<file path="src/rtl/noop_pkg.sv">
// Shared definitions for the NOP run monitor: FSM encoding and default NOP decode constants.
package noop_pkg;

  localparam logic [1:0] ST_RUN    = 2'd0;
  localparam logic [1:0] ST_HALT   = 2'd1;
  localparam logic [1:0] ST_RESUME = 2'd2;

  typedef enum logic [1:0] {
    RUN    = ST_RUN,
    HALT   = ST_HALT,
    RESUME = ST_RESUME
  } state_t;

  // Wide enough for any practical IR width; the top slices what it needs.
  localparam logic [63:0] DEF_NOP_VALUE = 64'h0;
  localparam logic [63:0] DEF_NOP_MASK  = '1;

endpackage

</file>
<file path="src/rtl/noop_run_monitor_sat_counter.sv">
// Up-counter with synchronous clear that sticks at all-ones instead of wrapping.
module sat_counter #(
  parameter int W = 4
) (
  input  logic         clk,
  input  logic         clr,
  input  logic         inc,
  output logic [W-1:0] cnt
);

  always_ff @(posedge clk) begin
    if (clr)
      cnt <= '0;
    else if (inc && (cnt != '1))
      cnt <= cnt + W'(1);
  end

endmodule

</file>
<file path="src/rtl/noop_run_monitor.sv">
// Registered NOP decode with consecutive-run counting; halts intake after HALT_RUN NOPs in a row.
module noop_run_monitor
  import noop_pkg::*;
#(
  parameter int              IR_W      = 16,
  parameter logic [IR_W-1:0] NOP_VALUE = DEF_NOP_VALUE[IR_W-1:0],
  parameter logic [IR_W-1:0] NOP_MASK  = DEF_NOP_MASK[IR_W-1:0],
  parameter int              HALT_RUN  = 4,
  parameter int              RUN_W     = 4,
  parameter int              TOT_W     = 16
) (
  input  logic             clk,
  input  logic             rst,
  input  logic             ir_valid,
  input  logic [IR_W-1:0]  IR,
  output logic             ir_ready,
  input  logic             halt_clear,
  output logic             noOp,
  output logic [RUN_W-1:0] run_cnt,
  output logic             halt,
  output logic [TOT_W-1:0] nop_total
);

  localparam logic [RUN_W:0] HALT_TGT = HALT_RUN[RUN_W:0];

  state_t         state, state_nxt;
  logic           is_nop;
  logic           accept;
  logic           nop_acc;
  logic           leave_halt;
  logic [RUN_W:0] run_inc;

  assign is_nop = ((IR & NOP_MASK) == (NOP_VALUE & NOP_MASK));

  assign ir_ready   = (state == RUN);
  assign halt       = (state == HALT);
  assign accept     = ir_valid && ir_ready;
  assign nop_acc    = accept && is_nop;
  assign leave_halt = (state == HALT) && halt_clear;
  // One bit wider so the halt compare cannot alias on wrap.
  assign run_inc    = {1'b0, run_cnt} + (RUN_W+1)'(1);

  always_comb begin
    state_nxt = state;
    case (state)
      RUN:     if (nop_acc && (run_inc == HALT_TGT)) state_nxt = HALT;
      HALT:    if (halt_clear) state_nxt = RESUME;
      RESUME:  state_nxt = RUN;
      default: state_nxt = RUN;
    endcase
  end

  always_ff @(posedge clk) begin
    if (rst) begin
      state <= RUN;
      noOp  <= 1'b0;
    end else begin
      state <= state_nxt;
      if (accept) noOp <= is_nop;
    end
  end

  sat_counter #(.W(RUN_W)) u_run_cnt (
    .clk (clk),
    .clr (rst || leave_halt || (accept && !is_nop)),
    .inc (nop_acc),
    .cnt (run_cnt)
  );

  sat_counter #(.W(TOT_W)) u_nop_total (
    .clk (clk),
    .clr (rst),
    .inc (nop_acc),
    .cnt (nop_total)
  );

endmodule

</file>
<file path="config.mk">
export PLATFORM = sky130hd
export DESIGN_NAME = noop_run_monitor
export DESIGN_NICKNAME = d
export VERILOG_FILES = /design/src/rtl/noop_pkg.sv /design/src/rtl/noop_run_monitor_sat_counter.sv /design/src/rtl/noop_run_monitor.sv
export SDC_FILE = /design/constraint.sdc
export NUM_CORES = 1
export LEC_CHECK = 0
export ABC_AREA = 1
export CORE_ASPECT_RATIO = 0.7
export CORE_MARGIN = 2
export CORE_UTILIZATION = 60
export CTS_CLUSTER_SIZE = 24
export DETAILED_ROUTE_END_ITERATION = 8
export DONT_BUFFER_PORTS = 1
export PLACE_DENSITY = 0.78
export SLEW_MARGIN = 30
export SYNTH_ARGS = -nofsm -noshare
export SYNTH_HDL_FRONTEND = slang
export SYNTH_SLANG_ARGS = --single-unit
</file>
<file path="constraint.sdc">
create_clock -name clk -period 2.5 [get_ports clk]
set_input_delay 0.125 -clock clk [delete_from_list [all_inputs] [get_ports clk]]
set_output_delay 0.125 -clock clk [all_outputs]
set_load 0.01 [all_outputs]
</file>
# Yosys cells after proc, flatten, opt, wreduce, memory -nomap -nowiden
# Cells that the tools add are included.
# totals
wordCells	29
register_bits	23
output_inout_bits	23
# classes
mux	3
addsub	3
n_reduce_logical	13
eq_ne	6
# op_table
cell	count
adder 16 x 1 -> 16 bit (second input constant)	1
logical NOT 16 bit	1
inequality test 16 bit (second input constant)	1
logical AND 1 bit	7
adder 4 x 1 -> 5 bit (second input constant)	1
== test 5 x 3 -> 1 bit (second input constant)	1
adder 4 x 1 -> 4 bit (second input constant)	1
two-way mux 2 bit	2
inequality test 4 bit (second input constant)	1
one-hot mux 2 bit (2 select lines)	1
== test 2 x 1 -> 1 bit (second input constant)	1
logical NOT 2 bit	1
logical OR 1 bit	2
inequality test 2 x 1 -> 1 bit (second input constant)	1
inequality test 2 bit (second input constant)	1
AND reduction 2 bit	1
logical NOT 1 bit	1

# Logic depth before layout (Yosys ltp)
# Gate-level depths: netlist of the first run.
# logic_depth
depth_word	6
mapped_depth	10
mapped_depth_nobuf	10

# Modules after synthesis
# Synthesis of the first run repeated with hierarchy kept, for this count alone.
# hier_totals
hier_cells	217
area_unflattened_um2	1356.3
# modules_own_cells
mod	cells_each	n_inst	seq_area_each_um2	area_per_inst_um2
sat_counter at u_nop_total	149	1	320.3	929.6
noop_run_monitor	39	1	60.1	225.2
sat_counter at u_run_cnt	29	1	80.1	201.4

# Worst setup path before layout of the first run
# OpenSTA, ideal clock, no wires.
# synth_timing
path_type	reg-to-reg
startpoint	register u_nop_total.cnt[0]
endpoint	register u_nop_total.cnt[3]
path_stages_with_launch	10
t_arrival_ps	1467
path_buffers	1
required_time_ps	2386
period_less_slack_ps	1581
setup_slack_ps	919
cell_sequence	dfxtp_1 -> ha_1 -> inv_1 -> nor2_4 -> nand2_2 -> nor2_4 -> nor2_4 -> buf_8 -> a21oi_1 -> nor2_1
# synth_between
elab_chain_cells	2
word_cells_on_any_way	3
cone_classes	1 x add/sub; 1 x eq/ne; 1 x reduce/logical
# synth_lines
item	line_no	source
from (decl)	noop_run_monitor_sat_counter.sv:8	output logic [W-1:0] cnt
from (signal assigned)	noop_run_monitor_sat_counter.sv:15	cnt <= cnt + W'(1);
parallel branches: the longest is 2 deep, another holds adder 16 x 1 -> 16 bit	--	
# Parallel ways; which one is timed is not known.
# A chain may end at the register's enable or synchronous reset.

# Worst setup path in the final report of the first run
# layout_timing
startpoint	register u_nop_total.cnt[0]
endpoint	register u_nop_total.cnt[13]
# The elaborated chain is that of the path after synthesis.

==> reports/results.tsv, run 1 <==
metric	value	unit
Design Area, Final	0.001508	mm^2
area delta synth->final	4.059	%
DRC Markers	0	
FF+latch count, synth	23	
M3 GR Usage	0.09227	
area post-placement	0.001451	mm^2
clock root cell	clkbuf_4	
Yosys warnings	0	
clock slew seen by the registers of the worst setup and hold paths	0.13	ns
Static Leakage	0.5062	nW
met2 usage	0.4581	
fin nets	242	
Setup Viol. Count Final	0	
Area contributors post-synth	dfxtp_1, nand2_1, nor2_1	
clock latency on the worst-skew pair	0.31	ns
Worst Path Buf+Inv	1	
Final Cycle Share	0.7006	
post-route minimum period	1.751	ns
Fin. Hold Viols	0	
post-synth top area share	0.3178	
hold slack	0.02581	ns
Seq/Total Area, Yosys	0.3178	
syn_nets	237	
area leader, netlist	dfxtp_1	
RD Place Congestion	0.8308	
Syn Area/Cell	6.771	um^2
total CTS buffers	3	
Worst Setup Start Kind	flip-flop	
Reg2Reg Depth	8	
Post-Synthesis Cells	214	
area occupied by multi-input gates	889.6	um^2
Wirelength per Cell	13.39	um
CP arrival	2.00	ns
Max transition margin	0.5280	
most frequent cells in the layout	nand2_1, nor2_1, dfxtp_1	
post-route ant nets	0	
most common cell after layout, fill and taps aside	nand2_1	
Crit Path Max Fanout	17	
RSZ-0062 raised after global routing	no	
crit path cell chain	ha_1 -> inv_1 -> nor2_4 -> nand2_2 -> nor2_4 -> nor2_4 -> nand2_1 -> a21oi_2	
CP top delay family	simple AND/OR/NAND/NOR gates	
Worst Hold Class	in -> reg	
grt peak-use layer	met2	
die area	0.002830	mm^2
Longest Clk Path Bufs	2	
vias in the first global route	1335	
initial antenna violation count	0	
VDD IR max	231.1	uV
DR pass1 iterations	5	
Fmax	571.0	MHz
Initial DRC Count	90	
cell mode on critical path	nor2_4	
Via density	5.500	
CP endpoint kind	flip-flop	
hold depth	3	
WS Path Type	reg -> reg	
core area	0.002225	mm^2
Mapped Area	0.001449	mm^2
first-pass GRT wire length	5865	um
GRT Residual Overflow	0	
initial core utilization	0.6513	
post-CTS resize count	0	
Post-Place Setup Slack	0.7720	ns
max-cap viol count	0	
hold buffers post-CTS	3	
Setup Skew	0.004395	ns
CTS tree	yes	
largest net degree at the start of global routing	18	
CP required	2.75	ns
CP max stage delay	0.40	ns
total negative slack	0	ns
share of layout cells above drive strength 1	0.1284	
register area	460.4	um^2
vias	1375	
Pwr Density	372.5	mW/mm^2
Slew Limit Fails	0	
slowest cell on the critical path	dfxtp_1	
met1 global-route usage	0.3292	
H-tree depth	1	
die height	45.12	um
DP Wirelength	2539	um
Antenna diodes	0	
outcome	finished, final reports clean	
FP Rows	14	
IO Port Bufs	0	
worst slew pin tran	0.7057	ns
total wire length	3348	um
Sink Count	23	
final worst slack	0.7486	ns
Synth cell types	24	
die width	62.74	um
setup fix buffers added after clock tree synthesis	0	
All-Layer GR Usage	0.2686	
Top-Level Pins	43	
fill count	191	
number of stages on the worst setup path	8	
-- tightest hold or removal path, cell delays in order --
cell and delay, ns:
inv_1 0.07, nand2_1 0.08, nor2_1 0.03
-- final timing paths --
path / start / to / slack, ns
worst max-delay path: u_nop_total.cnt[0]$_SDFFE_PP0P_ / u_nop_total.cnt[13]$_SDFFE_PP0P_ / 0.75
worst min-delay path: rst / u_nop_total.cnt[0]$_SDFFE_PP0P_ / 0.03
worst max register to register: u_nop_total.cnt[0]$_SDFFE_PP0P_ / u_nop_total.cnt[13]$_SDFFE_PP0P_ / 0.75
worst min register to register: noOp$_SDFFE_PP0P_ / noOp$_SDFFE_PP0P_ / 0.53
-- flip-flops by register name, indices dropped and copies added (netlist names) --
name / cells
u_nop_total.cnt: 16
u_run_cnt.cnt: 4
state: 2
noOp: 1
-- power by group --
part	leakage, nW	switching, mW	internal (mW)
registers	0.185	0.00000124	0.366
logic	0.306	0.0131	0.00718
clock network	0.0150	0.112	0.0624
-- per-stage QoR --
| stage | cells | power [mW] | utilization |
|---|---|---|---|
| after floorplan | 214 | 0.3915 | - |
| after global placement | 243 | 0.3858 | 0.6524 |
| after detailed placement | 243 | 0.3863 | 0.6524 |
| after CTS | 250 | 0.5670 | 0.6777 |
| after global routing | 250 | 0.5864 | 0.6777 |
| final | 250 | 0.5616 | 0.6777 |
-- logic make-up after synthesis --
group / after synthesis / share of synthesized area
DFF: 23 / 0.3178
and+or+nand+nor: 136 / 0.4326
adders and majority gates: 3 / 0.02591
buffers and inverters: 19 / 0.06821
xor gates and xnor gates: 8 / 0.04835
AOI/OAI and AO/OA: 25 / 0.1071
-- Yosys cell counts, drive strengths merged --
master          n
ha              3
clkinv          1
clkdlybuf4s50   1
nand3           9
o21bai          3
o21ai           4
dfxtp          23
and2            1
buf             2
nand2          76
nand4           4
a21oi          18
xnor2           4
inv            15
nor3            1
xor2            4
nand3b          3
nor2           42
-- cell type report --
type	count	share of cell area
repair buffers	3	0.01992
clock buffers	4	0.01743
well taps	32	0.02656
multi-input cells	172	0.5900
flip-flops and latches	23	0.3054
inverters	16	0.04066
-- routing by layer --
metal / wire length (um) / vias up
met2: 1501 / 55
met4: 42 / 0
met5: 0 / -
met1: 1484 / 628
met3: 319 / 6
li1: - / 686
Note: power is estimated with default switching activity, not from simulation.
==> inputs of run 2 (changes only) <==
CORE_UTILIZATION = 56   (was 60)
PLACE_DENSITY = 0.76   (was 0.78)
clock period = 1.5 ns   (was 2.5 ns; I/O delays follow)
==> run 2 against run 1 <==
  * Maximum frequency up 22%
  * Die area up 6.6%
  * Combinational power up 57%
  * Largest power group unchanged
  * Count of clock-buffer cells in the layout unchanged
  * Sequential power up 67%
  * First-iteration DRC count down 2.2%
  * Global-route usage about the same
  * Via count up 8.1%
  * Clock skew down 0.0010 ns
==> reports/results.tsv, run 2 (synthesis results as in run 1) <==
metric	value	unit	change
flop2flop setup slack	0.07	ns	-0.68 ns
outcome	finished, final reports clean		
Overall Power	1.023	mW	+82%
vias in the first global route	1353		+1.3%
area delta synth->final	22.19	%	
total wire length	3778	um	+13%
H-tree depth	1		unchanged
Slew Limit Fails	0		unchanged
Worst Path Buf+Inv	1		unchanged
dpl cells	270		+11%
Critical R2R Capture	u_nop_total.cnt[1]$_SDFFE_PP0P_		
Via density	5.368		-2.4%
CP max stage delay	0.36	ns	-0.04 ns
Initial DRC Count	88		-2.2%
FP Rows	15		+1
vias	1487		+8.1%
initial core utilization	0.5893		-0.06198
most frequent cells in the layout	nand2_1, nor2_1, buf_4		
Reg2Reg Depth	8		unchanged
core area	0.002459	mm^2	+11%
post-route minimum period	1.434	ns	-0.3175 ns
fin util	0.7201		+0.04237
initial antenna violation count	0		unchanged
worst slew pin tran	0.7210	ns	+0.01528 ns
Top Registers	u_nop_total.cnt: 16 flops, u_run_cnt.cnt: 4 flops, state: 2 flops		
Fin. Hold Viols	0		unchanged
All-Layer GR Usage	0.2688		about the same
Setup Skew	0.003365	ns	-0.001030 ns
GRT Residual Overflow	0		unchanged
CP endpoint kind	flip-flop		
fin nets	267		+10%
IO Port Bufs	0		unchanged
slowest cell on the critical path	dfxtp_1		
clock root cell	clkbuf_8		
Crit Path Max Fanout	13		-4
max FFs per register	16		unchanged
die area	0.003017	mm^2	+6.6%
Fmax	697.4	MHz	+22%
Max transition margin	0.5177		-0.01022
Non-Filler Instances	277		+11%
Wirelength per Cell	13.64	um	+1.8%
CP required	1.66	ns	-1.09 ns
Pwr Density	578.0	mW/mm^2	+55%
Top-Level Pins	43		unchanged
CP top delay family	simple AND/OR/NAND/NOR gates		
post-route ant nets	0		unchanged
RD Place Congestion	0.8968		+7.9%
crit path cell chain	nand2_1 -> nor2_2 -> nand2_1 -> nor2_4 -> nor2_4 -> buf_12 -> o21ai_0 -> nor2_1		
max-cap viol count	0		unchanged
CP endpoint	u_nop_total.cnt[1]$_SDFFE_PP0P_		
Critical Path Start	u_nop_total.cnt[14]$_SDFFE_PP0P_		
VDD IR max	681.8	uV	+200%
total CTS buffers	3		unchanged
CTS tree	yes		
clock latency on the worst-skew pair	0.26	ns	-0.05 ns
Longest Clk Path Bufs	2		unchanged
DR pass1 iterations	4		-1
Sink Count	23		unchanged
Worst Hold Class	in -> reg		
DRC Markers	0		unchanged
Static Leakage	0.6565	nW	+30%
Final Cycle Share	0.9559		+0.2554
number of stages on the worst setup path	8		unchanged
Largest Register	u_nop_total.cnt		
CP arrival	1.59	ns	-0.41 ns
Worst Setup Start Kind	flip-flop		
largest net degree at the start of global routing	16		-2
Antenna diodes	0		unchanged
share of layout cells above drive strength 1	0.2798		+0.1514
clock slew seen by the registers of the worst setup and hold paths	0.08	ns	-0.05 ns
die height	46.56	um	+3.2%
die width	64.80	um	+3.3%
most common cell after layout, fill and taps aside	nand2_1		
setup fix buffers added after clock tree synthesis	0		unchanged
Setup Viol. Count Final	0		unchanged
origin of the critical flop-to-flop path	u_nop_total.cnt[14]$_SDFFE_PP0P_		
WS Path Type	reg -> reg		
DP Wirelength	2855	um	+12%
first-pass GRT wire length	6023	um	+2.7%
[run 2: cell types whose count changed in the layout (fill, tap and decap cells not counted), sizes merged]
cell         previous run  this run
dlygate4sd3             3         2
buf                     0        25
nand2                  76        77
clkinvlp                0         1
inv                    15        14
[run 2: final cells by class]
type	instances	area (um^2)
Tap cell	34	42.54
Fill cell	195	688.2
Sequential cell	23	466.7
Multi-Input combinational cell	173	930.9
Clock buffer	4	45.04
Timing Repair Buffer	27	220.2
Inverter	16	65.06
[run 2: metrics by stage]
stage	hold WS (ns)	setup WS, ns	setup TNS [ns]	cell area [um^2]
final	0.006670	0.06608	0	1770
after global routing	0.03024	-0.01786	-0.04738	1770
after CTS	0.003598	0.01523	0	1724
after detailed placement	0.1419	0.04822	0	1659
after global placement	0.1411	0.1050	0	1659
after floorplan	0.2189	0.008483	0	1454
[run 2: worst min-delay path by stage]
| stage | from | to | slack [ns] | cells after the start |
|---|---|---|---|---|
| finish | ir_valid | noOp$_SDFFE_PP0P_ | 0.007 | 3 |
| global route | ir_valid | noOp$_SDFFE_PP0P_ | 0.03 | 3 |
| CTS | ir_valid | noOp$_SDFFE_PP0P_ | 0.004 | 3 |
| detailed placement | rst | u_nop_total.cnt[7]$_SDFFE_PP0P_ | 0.14 | 1 |
| global placement | rst | u_nop_total.cnt[13]$_SDFFE_PP0P_ | 0.14 | 1 |
| floorplan | halt_clear | state[1]$_SDFFE_PP0P_ | 0.22 | 2 |
[run 2: worst min-delay path, stage by stage]
cell	delay [ns]
nand2_2	0.04
nand2_1	0.05
a21oi_1	0.06
[run 2: power by group]
part | total [mW] | internal, mW | switching [mW] | leakage, nW
Combinational | 0.0319 | 0.0103 | 0.0216 | 0.446
Clock | 0.382 | 0.190 | 0.192 | 0.0228
Sequential | 0.610 | 0.610 | 0.000000882 | 0.188
[run 2: what timing repair did]
item / 4_1_cts / 5_1_grt
resized for setup: 0 / 15
endpoints found under the hold margin: 15 / 0
hold buffers: 2 / 0
setup endpoints to repair: 0 / 19
[run 2: layer usage]
metal,track usage,part of all wire
met1,0.3594,0.41
met2,0.4495,0.48
met3,0.06846,0.099
met4,0.04681,0.0066
met5,0,0
